--- src/rtl/ddr_local_rd_engine.sv ---
// DDR local-queue read executor: splits one descriptor into 4KB/max-burst-safe AXI4 INCR reads, streams beats out on AXIS.
// Accept->arvalid 2 cycles, rvalid->axis_valid 1 cycle; a 2-entry skid buffer throttles rready under stream backpressure.
module ddr_local_rd_engine #(
  parameter int C_M_AXI_ADDR_WIDTH = 32,
  parameter int C_M_AXI_DATA_WIDTH = 64,
  parameter int P_MAX_BURST        = 256
) (
  input  logic                          i_clk,
  input  logic                          i_rst_n,
  input  logic [C_M_AXI_ADDR_WIDTH-1:0] i_rd_ddr_addr,
  input  logic [15:0]                   i_rd_ddr_len,
  input  logic [7:0]                    i_rd_ddr_strb,
  input  logic                          i_rd_ddr_valid,
  output logic                          o_rd_ddr_ready,
  output logic                          o_rd_ddr_cpl,
  output logic [C_M_AXI_ADDR_WIDTH-1:0] o_m_axi_araddr,
  output logic [7:0]                    o_m_axi_arlen,
  output logic [2:0]                    o_m_axi_arsize,
  output logic [1:0]                    o_m_axi_arburst,
  output logic                          o_m_axi_arvalid,
  input  logic                          i_m_axi_arready,
  input  logic [C_M_AXI_DATA_WIDTH-1:0] i_m_axi_rdata,
  input  logic [1:0]                    i_m_axi_rresp,
  input  logic                          i_m_axi_rlast,
  input  logic                          i_m_axi_rvalid,
  output logic                          o_m_axi_rready,
  output logic [C_M_AXI_DATA_WIDTH-1:0] o_m_axis_data,
  output logic [7:0]                    o_m_axis_keep,
  output logic                          o_m_axis_last,
  output logic                          o_m_axis_valid,
  input  logic                          i_m_axis_ready,
  output logic                          o_rd_err
);

  localparam int AW = C_M_AXI_ADDR_WIDTH;
  localparam int DW = C_M_AXI_DATA_WIDTH;

  typedef enum logic [2:0] {S_IDLE, S_CALC, S_AR, S_DATA, S_DRAIN} state_t;
  state_t state_q, state_d;

  logic [AW-1:0] addr_q, araddr_q;
  logic [15:0]   rem_q;
  logic [7:0]    strb_q, arlen_q;
  logic [8:0]    beat_cnt_q;
  logic          cpl_q, err_q;

  logic [1:0]    cnt_q;
  logic [DW-1:0] dat0_q, dat1_q;
  logic [7:0]    keep0_q, keep1_q;
  logic          last0_q, last1_q;

  logic          accept, r_hs, ax_pop, burst_end, in_last;
  logic [7:0]    in_keep;
  logic [9:0]    to4k;
  logic [16:0]   burst;

  assign accept    = (state_q == S_IDLE) && i_rd_ddr_valid;
  assign r_hs      = i_m_axi_rvalid && o_m_axi_rready;
  assign ax_pop    = (cnt_q != 2'd0) && i_m_axis_ready;
  assign burst_end = (beat_cnt_q == 9'd1);
  assign in_last   = (rem_q == 16'd1);
  assign in_keep   = in_last ? strb_q : 8'hFF;

  // Beats left before the 4KB page boundary; range 1..512.
  always_comb begin
    to4k  = 10'((13'd4096 - {1'b0, addr_q[11:0]}) >> 3);
    burst = {1'b0, rem_q};
    if (burst > 17'(P_MAX_BURST)) burst = 17'(P_MAX_BURST);
    if (burst > {7'd0, to4k})     burst = {7'd0, to4k};
  end

  always_ff @(posedge i_clk) begin
    if (!i_rst_n) state_q <= S_IDLE;
    else          state_q <= state_d;
  end

  always_comb begin
    state_d = state_q;
    case (state_q)
      S_IDLE:  if (accept && i_rd_ddr_len != 16'd0) state_d = S_CALC;
      S_CALC:  state_d = S_AR;
      S_AR:    if (i_m_axi_arready) state_d = S_DATA;
      // Burst boundaries follow our own beat count, not the slave's rlast.
      S_DATA:  if (r_hs && burst_end) state_d = in_last ? S_DRAIN : S_CALC;
      S_DRAIN: if (ax_pop && last0_q) state_d = S_IDLE;
      default: state_d = S_IDLE;
    endcase
  end

  always_ff @(posedge i_clk) begin
    if (!i_rst_n) begin
      addr_q     <= '0;
      araddr_q   <= '0;
      rem_q      <= '0;
      strb_q     <= '0;
      arlen_q    <= '0;
      beat_cnt_q <= '0;
      cpl_q      <= 1'b0;
      err_q      <= 1'b0;
    end else begin
      cpl_q <= 1'b0;
      if (accept) begin
        addr_q <= i_rd_ddr_addr & ~AW'(7);
        rem_q  <= i_rd_ddr_len;
        strb_q <= i_rd_ddr_strb;
        if (i_rd_ddr_len == 16'd0) cpl_q <= 1'b1;
      end
      if (state_q == S_DRAIN && ax_pop && last0_q) cpl_q <= 1'b1;
      if (state_q == S_CALC) begin
        araddr_q   <= addr_q;
        arlen_q    <= burst[7:0] - 8'd1;
        beat_cnt_q <= burst[8:0];
      end
      if (r_hs) begin
        rem_q      <= rem_q - 16'd1;
        addr_q     <= addr_q + AW'(8);
        beat_cnt_q <= beat_cnt_q - 9'd1;
        if (i_m_axi_rresp != 2'b00 || i_m_axi_rlast != burst_end) err_q <= 1'b1;
      end
    end
  end

  // Slot 0 drives the stream port directly; slot 1 absorbs the beat in flight when the sink stalls.
  always_ff @(posedge i_clk) begin
    if (!i_rst_n) begin
      cnt_q   <= '0;
      dat0_q  <= '0;
      dat1_q  <= '0;
      keep0_q <= '0;
      keep1_q <= '0;
      last0_q <= 1'b0;
      last1_q <= 1'b0;
    end else begin
      case ({r_hs, ax_pop})
        2'b10: begin
          if (cnt_q == 2'd0) begin
            dat0_q <= i_m_axi_rdata; keep0_q <= in_keep; last0_q <= in_last;
          end else begin
            dat1_q <= i_m_axi_rdata; keep1_q <= in_keep; last1_q <= in_last;
          end
          cnt_q <= cnt_q + 2'd1;
        end
        2'b01: begin
          dat0_q <= dat1_q; keep0_q <= keep1_q; last0_q <= last1_q;
          cnt_q  <= cnt_q - 2'd1;
        end
        2'b11: begin
          if (cnt_q == 2'd1) begin
            dat0_q <= i_m_axi_rdata; keep0_q <= in_keep; last0_q <= in_last;
          end else begin
            dat0_q <= dat1_q; keep0_q <= keep1_q; last0_q <= last1_q;
            dat1_q <= i_m_axi_rdata; keep1_q <= in_keep; last1_q <= in_last;
          end
        end
        default: ;
      endcase
    end
  end

  assign o_rd_ddr_ready  = (state_q == S_IDLE);
  assign o_rd_ddr_cpl    = cpl_q;
  assign o_m_axi_araddr  = araddr_q;
  assign o_m_axi_arlen   = arlen_q;
  assign o_m_axi_arsize  = 3'd3;
  assign o_m_axi_arburst = 2'b01;
  assign o_m_axi_arvalid = (state_q == S_AR);
  assign o_m_axi_rready  = (state_q == S_DATA) && (cnt_q != 2'd2);
  assign o_m_axis_data   = dat0_q;
  assign o_m_axis_keep   = keep0_q;
  assign o_m_axis_last   = last0_q;
  assign o_m_axis_valid  = (cnt_q != 2'd0);
  assign o_rd_err        = err_q;

endmodule
--- config.mk ---
export PLATFORM = sky130hd
export DESIGN_NAME = ddr_local_rd_engine
export DESIGN_NICKNAME = d
export VERILOG_FILES = /design/src/rtl/ddr_local_rd_engine.sv
export SDC_FILE = /design/constraint.sdc
export NUM_CORES = 1
export LEC_CHECK = 0
export CORE_ASPECT_RATIO = 1.1
export CORE_MARGIN = 1
export CORE_UTILIZATION = 45
export DETAILED_ROUTE_END_ITERATION = 8
export HOLD_SLACK_MARGIN = 0.05
export PLACE_DENSITY = 0.72
export SYNTH_ARGS = -nofsm -noshare
export SYNTH_HDL_FRONTEND = slang
export SYNTH_SLANG_ARGS = --single-unit
export TNS_END_PERCENT = 1
--- constraint.sdc ---
create_clock -name i_clk -period 4.7 [get_ports i_clk]
set_input_delay 0.94 -clock i_clk [delete_from_list [all_inputs] [get_ports i_clk]]
set_output_delay 0.94 -clock i_clk [all_outputs]
set_load 0.02 [all_outputs]
# Word level (Yosys, flattened, before mapping)
# Index checks and enable logic that the tools add are counted.
[word_totals]
register_bits = 258
in_bits = 129
out_inout_bits = 124
word_cells = 106
[classes]
n_addsub = 7
n_lt_le_gt_ge = 2
eq_ne = 19
muxes = 37
reduce_logical = 25
[op_table]
columns = ["cell", "count"]
rows = [
  ["$mux W64", 4],
  ["$pmux W64 S3", 1],
  ["$pmux W64 S2", 1],
  ["$mux W32", 2],
  ["$mux W16", 3],
  ["$mux W8", 5],
  ["$add A32 B4 Y32 const B", 1],
  ["$mux W9", 3],
  ["$pmux W8 S3", 1],
  ["$eq A16 B1 Y1 const B", 1],
  ["$gt A16 B10 Y1", 1],
  ["$gt A16 B9 Y1 const B", 1],
  ["$logic_not A16 Y1", 1],
  ["$pmux W8 S2", 1],
  ["$reduce_bool A16 Y1", 1],
  ["$sub A16 B1 Y16 const B", 1],
  ["$mux W3", 5],
  ["$pmux W3 S5", 1],
  ["$sub A13 B12 Y13 const A", 1],
  ["$ne A2 B2 Y1 const B", 6],
  ["$reduce_bool A2 Y1", 6],
  ["$eq A9 B1 Y1 const B", 1],
  ["$logic_and A1 B1 Y1", 9],
  ["$sub A9 B1 Y9 const B", 1],
  ["21 further kinds", 32],
]

# Depth between registers and ports, before layout
# Gate-level depths: netlist of the first run.
[depth]
depth_word = 6
depth_mapped = 19
mapped_depth_nobuf = 18

# Worst setup path after synthesis of the first run
# Ideal clock, no wire load.
[synth_timing]
path_kind = "register -> register"
start = "register rem_q[3]"
end = "register arlen_q[6], in the netlist o_m_axi_arlen[6]"
setup_ns = 0.086
arrival_time_ns = 4.019
path_slack_ns = 0.595
path_stages_with_launch = 17
path_cell_list = "dfxtp_1 > buf_2 > or4_4 > o41ai_2 > and3_1 > ha_1 > nor2b_1 > o21bai_1 > a21oi_1 > o21ai_1 > mux2i_1 > ha_1 > clkbuf_1 > o2111ai_1 > xnor2_1 > mux2_2 > a211oi_1"
[synth_between]
elab_chain_cells = 5
[synth_lines]
columns = ["item", "line", "text"]
rows = [
  ["start, declared", "42", "logic [15:0] rem_q;"],
  ["start signal, assigned", "104", "rem_q <= i_rd_ddr_len;"],
  ["start signal, assigned", "115", "rem_q <= rem_q - 16'd1;"],
  ["$gt A16 B9 Y1", "68", "if (burst > 17'(P_MAX_BURST)) burst = 17'(P_MAX_BURST);"],
  ["$mux W16 *", "68", ""],
  ["$gt A16 B10 Y1", "69", "if (burst > {7'd0, to4k}) burst = {7'd0, to4k};"],
  ["$mux W9 *", "69", ""],
  ["$sub A8 B1 Y8 *", "111", "arlen_q <= burst[7:0] - 8'd1;"],
  ["end signal, assigned", "111", ""],
  ["end, declared", "43", "logic [7:0] strb_q, arlen_q;"],
]
# Every way passes the cells marked *; elsewhere a longest branch is shown, timed or not.
# A chain may end at the register's enable or synchronous reset.

# Worst setup path in the final report of the first run
[layout_timing]
start = "register addr_q[5]"
end = "register arlen_q[6], in the netlist o_m_axi_arlen[6]"
[layout_between]
elab_chain_cells = 4
[layout_lines]
columns = ["item", "line", "text"]
rows = [
  ["start, declared", "41", "logic [AW-1:0] addr_q, araddr_q;"],
  ["start signal, assigned", "103", "addr_q <= i_rd_ddr_addr & ~AW'(7);"],
  ["start signal, assigned", "116", "addr_q <= addr_q + AW'(8);"],
  ["$sub A13 B12 Y13 *", "66", "to4k = 10'((13'd4096 - {1'b0, addr_q[11:0]}) >> 3);"],
  ["$gt A16 B10 Y1", "69", ""],
  ["$mux W9 *", "69", ""],
  ["$sub A8 B1 Y8 *", "111", ""],
]
# Marked as above.

==> flow_metrics.env, run 1 <==
export IMPL_worst_setup_path_type="flop to flop"
export IMPL_area_growth_pct=30.4
export IMPL_report_final_slew_viol_count=0
export IMPL_synth_seq_cells=252
export IMPL_die_h_um=170
export IMPL_port_buffers=241
export IMPL_async_reset_ff_share_pct=0
export IMPL_path_delay_family="simple AND/OR/NAND/NOR gates"
export IMPL_clock_sinks=252
export IMPL_dp_cells=1965
export IMPL_path_clk_slew_ps=60
export IMPL_dp_hpwl_mm=22.6
export IMPL_clock_latency_ps=550
export IMPL_cpPeakStageDelay_ps=650
export IMPL_rsz0062_at_grt="no"
export IMPL_fin_tns_setup_ps=0
export IMPL_final_cells=2013
export IMPL_path_buf_inv=1
export IMPL_syn_area_um2=11600
export IMPL_grt_ovfl_total=0
export IMPL_drc=0
export IMPL_detail_route_antenna_nets=0
export IMPL_die_area_um2=26400
export IMPL_start_kind="flop"
export IMPL_layout_nets=1802
export IMPL_clock_root_buffer="clkbuf_16"
export IMPL_cts_tree="built"
export IMPL_seq_area_frac_synth_pct=43.6
export IMPL_critPathMaxFanout=15
export IMPL_yosysUniqueCellTypes=69
export IMPL_yosysWarnings=0
export IMPL_synthTopCellsByCount="nand2_1, dfxtp_1, a21oi_1"
export IMPL_cts_buffers=27
export IMPL_fmax_mhz=237
export IMPL_worst_slack_ps=482
export IMPL_worst_pin_slew_ps=859
export IMPL_drt_initial_drc_count=877
export IMPL_synth_most_common_cell="nand2_1"
export IMPL_synthFlopType="dfxtp_1"
export IMPL_cp_slowest_cell="or4_1"
export IMPL_start_util_pct=45.8
export IMPL_grt_usage_pct=25.6
export IMPL_antenna_found_initial=0
export IMPL_post_drt_wl_per_cell_um=17.2
export IMPL_postSynthCellCount=1471
export IMPL_cts_buffer_depth=3
export IMPL_cts_hold_fix_buffers=0
export IMPL_power_mw=8.90
export IMPL_syn_avg_cell_area_um2=7.87
export IMPL_finalSetupViolCount=0
export IMPL_yosysTopAreaCell="dfxtp_1"
export IMPL_first_pass_iters=7
export IMPL_r2r_start="addr_q[5]$_SDFFE_PN0P_"
export IMPL_nFillCells=2249
export IMPL_arrival_ps=4670
export IMPL_h_tree_depth=1
export IMPL_die_width_um=155
export IMPL_critPathLaunch="addr_q[5]$_SDFFE_PN0P_"
export IMPL_vdd_drop_max_uv=295
export IMPL_fin_crit_ps=4220
export IMPL_cp_required_ps=5160
export IMPL_slew_headroom_pct=41.3
export IMPL_std_cell_rows=61
export IMPL_hp_start="o_rd_err$_SDFFE_PN0P_"
export IMPL_layout_drive_gt1_share_pct=5.58
export IMPL_seq_area_um2=5040
export IMPL_finalHoldViolCount=0
export IMPL_multi_input_area_um2=5960
export IMPL_synth_area_leaders="dfxtp_1, nand2_1, a21oi_1"
export IMPL_status="finished, final reports clean"
export IMPL_crit_path_cell_trace="or4_1, nor4_1, xnor2_1, inv_1, ha_1, nand4_1, o32a_1, o21ai_1, mux2i_1, ha_1, o2111ai_1, xnor2_1, mux2_2, a211oi_1"
export IMPL_skew_ps=23.7
export IMPL_p_leak_nw=5.33
export IMPL_drt_wl_total_mm=34.6
export IMPL_grt_max_degree=82
export IMPL_cp_end_kind="flop"
export IMPL_io_pin_count=253
export IMPL_gp_congestion=0.868
export IMPL_hold_path_class="flop to flop"
export IMPL_cts_resized_gates=0
export IMPL_drt_vias_per_instance=5.66
export IMPL_grt_pass1_wl_mm=55.1
export IMPL_fin_util_pct=59.7
export IMPL_post_cts_buffers=0
export IMPL_grt_pass1_vias=10632
export IMPL_n_antenna_cell=0
export IMPL_fp_coreArea_um2=25300
export IMPL_vias=11386
export IMPL_synth_edff_count=0
export IMPL_place_ws_ps=554
export IMPL_powerDensity_nw_per_um2=589
export IMPL_synth_top_area_share_pct=43.6
export IMPL_maxCapViolations=0
export IMPL_finalCritPeriodShare_pct=89.7
## cell type report
type / count / area share [%]
well taps: 346 / 2.87
inverters: 32 / 0.829
multi-input cells: 1068 / 39.5
flip-flops and latches: 252 / 33.4
clock inverters: 10 / 0.788
repair buffers: 267 / 17.5
clock buffers: 38 / 5.08
## metal layers
layer / part of all wire (%) / up-vias / track usage [%] / wire length, um
met1: 42 / 5363 / 32.2 / 14400
met4: 3.5 / 0 / 9.99 / 1230
met3: 8.2 / 69 / 6.11 / 2850
li1: - / 5564 / - / -
met2: 47 / 390 / 42.3 / 16100
met5: 0 / - / 0 / 0
## placed cells by master, fill, tap and decap left out, types with 30 or more instances in the layout
cell type / n
inv_1: 30
nor2_1: 145
clkdlybuf4s50_1: 241
a221oi_1: 71
nor3_1: 98
nand2_1: 278
o21ai_0: 41
a21oi_1: 153
dfxtp_1: 252
## final timing paths
| path | end | cells after the start | slack, ps |
|---|---|---|---|
| setup / recovery | o_m_axi_arlen[6]$_SDFFE_PN0P_ | 14 | 480 |
| hold reg to reg | o_rd_err$_SDFFE_PN0P_ | 2 | 450 |
| hold / removal | o_rd_err$_SDFFE_PN0P_ | 2 | 450 |
| setup reg to reg | o_m_axi_arlen[6]$_SDFFE_PN0P_ | 14 | 480 |
## report_power, final
part | total (mW) | internal, mW | switching (mW)
clock network | 2.13 | 1.25 | 0.880
registers | 2.96 | 2.60 | 0.352
logic | 3.81 | 1.58 | 2.23
total | 8.90 | 5.43 | 3.46
## per-stage QoR
step / hold slack [ps] / instance area [um^2]
6_report: 446 / 15100
5_1_grt: 460 / 15100
4_1_cts: 448 / 15100
3_5_place_dp: 439 / 14200
3_3_place_gp: 435 / 14200
2_1_floorplan: 436 / 11600
## kinds of logic (layout without fill, tap and decap cells)
| family | after synthesis | after routing | synth area share [%] |
|---|---|---|---|
| AOI/OAI and AO/OA | 369 | 369 | 20.9 |
| muxes | 19 | 19 | 1.75 |
| adders and majority gates | 25 | 25 | 2.70 |
| buffers and inverters | 158 | 347 | 5.61 |
| and+or+nand+nor | 631 | 631 | 24.3 |
| DFF | 252 | 252 | 43.6 |
| xor gates and xnor gates | 15 | 15 | 1.13 |
| other | 2 | 9 | 0.0649 |
## state kept, by name, indices dropped and copies added, names as in the netlist, 9 cells and up
name and count:
o_m_axis_data 64, o_m_axi_araddr 29, dat1_q 64, beat_cnt_q 9, addr_q 29, rem_q 16
## tightest hold or removal path, cell delays in order (launching register included)
cell,delay (ps)
dfxtp_1,310
inv_1,50
a21oi_1,50
No activity file was read; power rests on OpenSTA's default activity.
==> run 2: changes to the inputs <==
REMOVE_ABC_BUFFERS = 1   (was not set)
==> flow_metrics.env, run 2 (synthesis results as in run 1) <==
export IMPL_drc=0
export IMPL_dr_wl_met3_mm=2.57
export IMPL_p_leak_nw=5.34
export IMPL_grt_max_degree=132
export IMPL_rsz0062_at_grt="no"
export IMPL_gp_congestion=0.933
export IMPL_status="finished, final reports clean"
export IMPL_grt_pass1_wl_mm=55.2
export IMPL_post_cts_buffers=0
export IMPL_finalHoldViolCount=0
export IMPL_clock_latency_ps=550
export IMPL_place_ws_ps=382
export IMPL_cts_buffer_depth=3
export IMPL_dpl_cell_area_um2=14200
export IMPL_drt_initial_drc_count=805
export IMPL_skew_ps=10.7
export IMPL_wl_met1_mm=14.5
export IMPL_hold_depth=2
export IMPL_layout_nets=1804
export IMPL_vias=11281
export IMPL_clock_root_buffer="clkbuf_16"
export IMPL_dr_max_layer_used="met4"
export IMPL_arrival_ps=4810
export IMPL_fin_area_um2=15100
export IMPL_die_area_um2=26400
export IMPL_h_tree_depth=1
export IMPL_drt_vias_per_instance=5.60
export IMPL_wl_met2_mm=16.5
export IMPL_drt_wl_total_mm=34.6
export IMPL_grt_usage_pct=25.7
export IMPL_powerDensity_nw_per_um2=588
export IMPL_cts_tree="built"
export IMPL_cp_required_ps=5160
export IMPL_fin_crit_ps=4350
export IMPL_worst_slack_ps=349
export IMPL_fmax_mhz=230
export IMPL_post_drt_wl_per_cell_um=17.2
export IMPL_report_final_slew_viol_count=0
export IMPL_clock_sinks=252
export IMPL_antenna_found_initial=0
export IMPL_vdd_drop_max_uv=253
export IMPL_start_kind="flop"
export IMPL_port_buffers=241
export IMPL_hold_path_class="flop to flop"
export IMPL_critPathLaunch="addr_q[6]$_SDFFE_PN0P_"
export IMPL_hp_start="o_rd_err$_SDFFE_PN0P_"
export IMPL_finalCritPeriodShare_pct=92.6
export IMPL_critPathMaxFanout=13
export IMPL_dp_hpwl_mm=22.7
export IMPL_std_cell_rows=61
export IMPL_grt_ovfl_total=0
export IMPL_die_width_um=155
export IMPL_fin_tns_setup_ps=0
export IMPL_final_common_cell="nand2_1"
export IMPL_fp_coreArea_um2=25300
export IMPL_first_pass_iters=5
export IMPL_reg2regPathDepth=15
export IMPL_start_util_pct=45.8
export IMPL_worst_pin_slew_ps=959
export IMPL_cp_end_kind="flop"
export IMPL_cts_hold_fix_buffers=0
export IMPL_die_h_um=170
export IMPL_layout_drive_gt1_share_pct=5.87
export IMPL_maxCapViolations=0
export IMPL_cts_resized_gates=0
export IMPL_nFillCells=2270
export IMPL_grt_pass1_vias=10564
export IMPL_io_pin_count=253
export IMPL_path_clk_slew_ps=70
export IMPL_slew_headroom_pct=34.4
export IMPL_cts_buffers=27
export IMPL_area_growth_pct=30.5
export IMPL_mostFrequentLayoutCells="nand2_1, dfxtp_1, clkdlybuf4s50_1"
export IMPL_detail_route_antenna_nets=0
export IMPL_r2r_start="addr_q[6]$_SDFFE_PN0P_"
export IMPL_worst_setup_path_type="flop to flop"
export IMPL_finalSetupViolCount=0
export IMPL_whs_ps=449
[run 2: changes by cell type in the layout (fill, tap and decap cells not counted), sizes merged]
cell,delta
buf,+2
clkinv,+3
clkbuf,-5
clkinvlp,+2
diode,+1
[run 2: cell type report]
cell class | count | area, um^2 | area share [%]
Inverter | 32 | 125 | 0.828
Multi-Input combinational cell | 1068 | 5960 | 39.4
Tap cell | 346 | 433 | 2.86
Sequential cell | 252 | 5040 | 33.4
Clock inverter | 15 | 160 | 1.06
Clock buffer | 33 | 728 | 4.82
Antenna cell | 1 | 2.50 | 0.0166
Timing Repair Buffer | 269 | 2660 | 17.6
[run 2: where the power goes]
group	internal [mW]	switching (mW)	leakage (nW)	total, mW
clock network	1.22	0.909	0.437	2.13
registers	2.60	0.339	2.05	2.94
logic	1.59	2.21	2.85	3.81
total	5.42	3.46	5.34	8.88
[run 2: path summary, 6_finish.rpt]
| path | end | slack, ps |
|---|---|---|
| worst max-delay path | o_m_axi_arlen[6]$_SDFFE_PN0P_ | 350 |
| worst min-delay path | o_rd_err$_SDFFE_PN0P_ | 450 |
| worst max register to register | o_m_axi_arlen[6]$_SDFFE_PN0P_ | 350 |
| worst min register to register | o_rd_err$_SDFFE_PN0P_ | 450 |
[run 2: metal layers]
layer | up-vias | GRT usage, %
li1 | 5580 | -
met1 | 5231 | 32.1
met2 | 405 | 43.9
met3 | 65 | 5.30
met4 | 0 | 8.82
met5 | - | 0
[run 2: through the flow]
stage               total power, mW  util (%)  instances
CTS                            8.91      59.8       2015
detailed placement             6.77      56.3       1967
finish                         8.88      59.8       2016
global placement               6.73      56.3       1967
floorplan                      5.29         -       1352
global route                   9.44      59.8       2015
[run 2: worst max-delay path: stages, from the launching register on]
cell and delay, ps:
dfxtp_1 430, or4_1 600, nor4_1 310, xnor2_1 170, inv_1 120, ha_1 330
nand4_1 120, o32a_1 360, o21ai_1 190, buf_4 230, mux2_2 200, ha_1 340
o2111ai_1 190, xnor2_1 190, mux2_2 270, a211oi_1 220
==> run 3: changes to the inputs <==
REMOVE_ABC_BUFFERS = not set   (was 1)
==> results of run 3 <==
The final DEF is identical to that of run 1; final timing and power are the same.
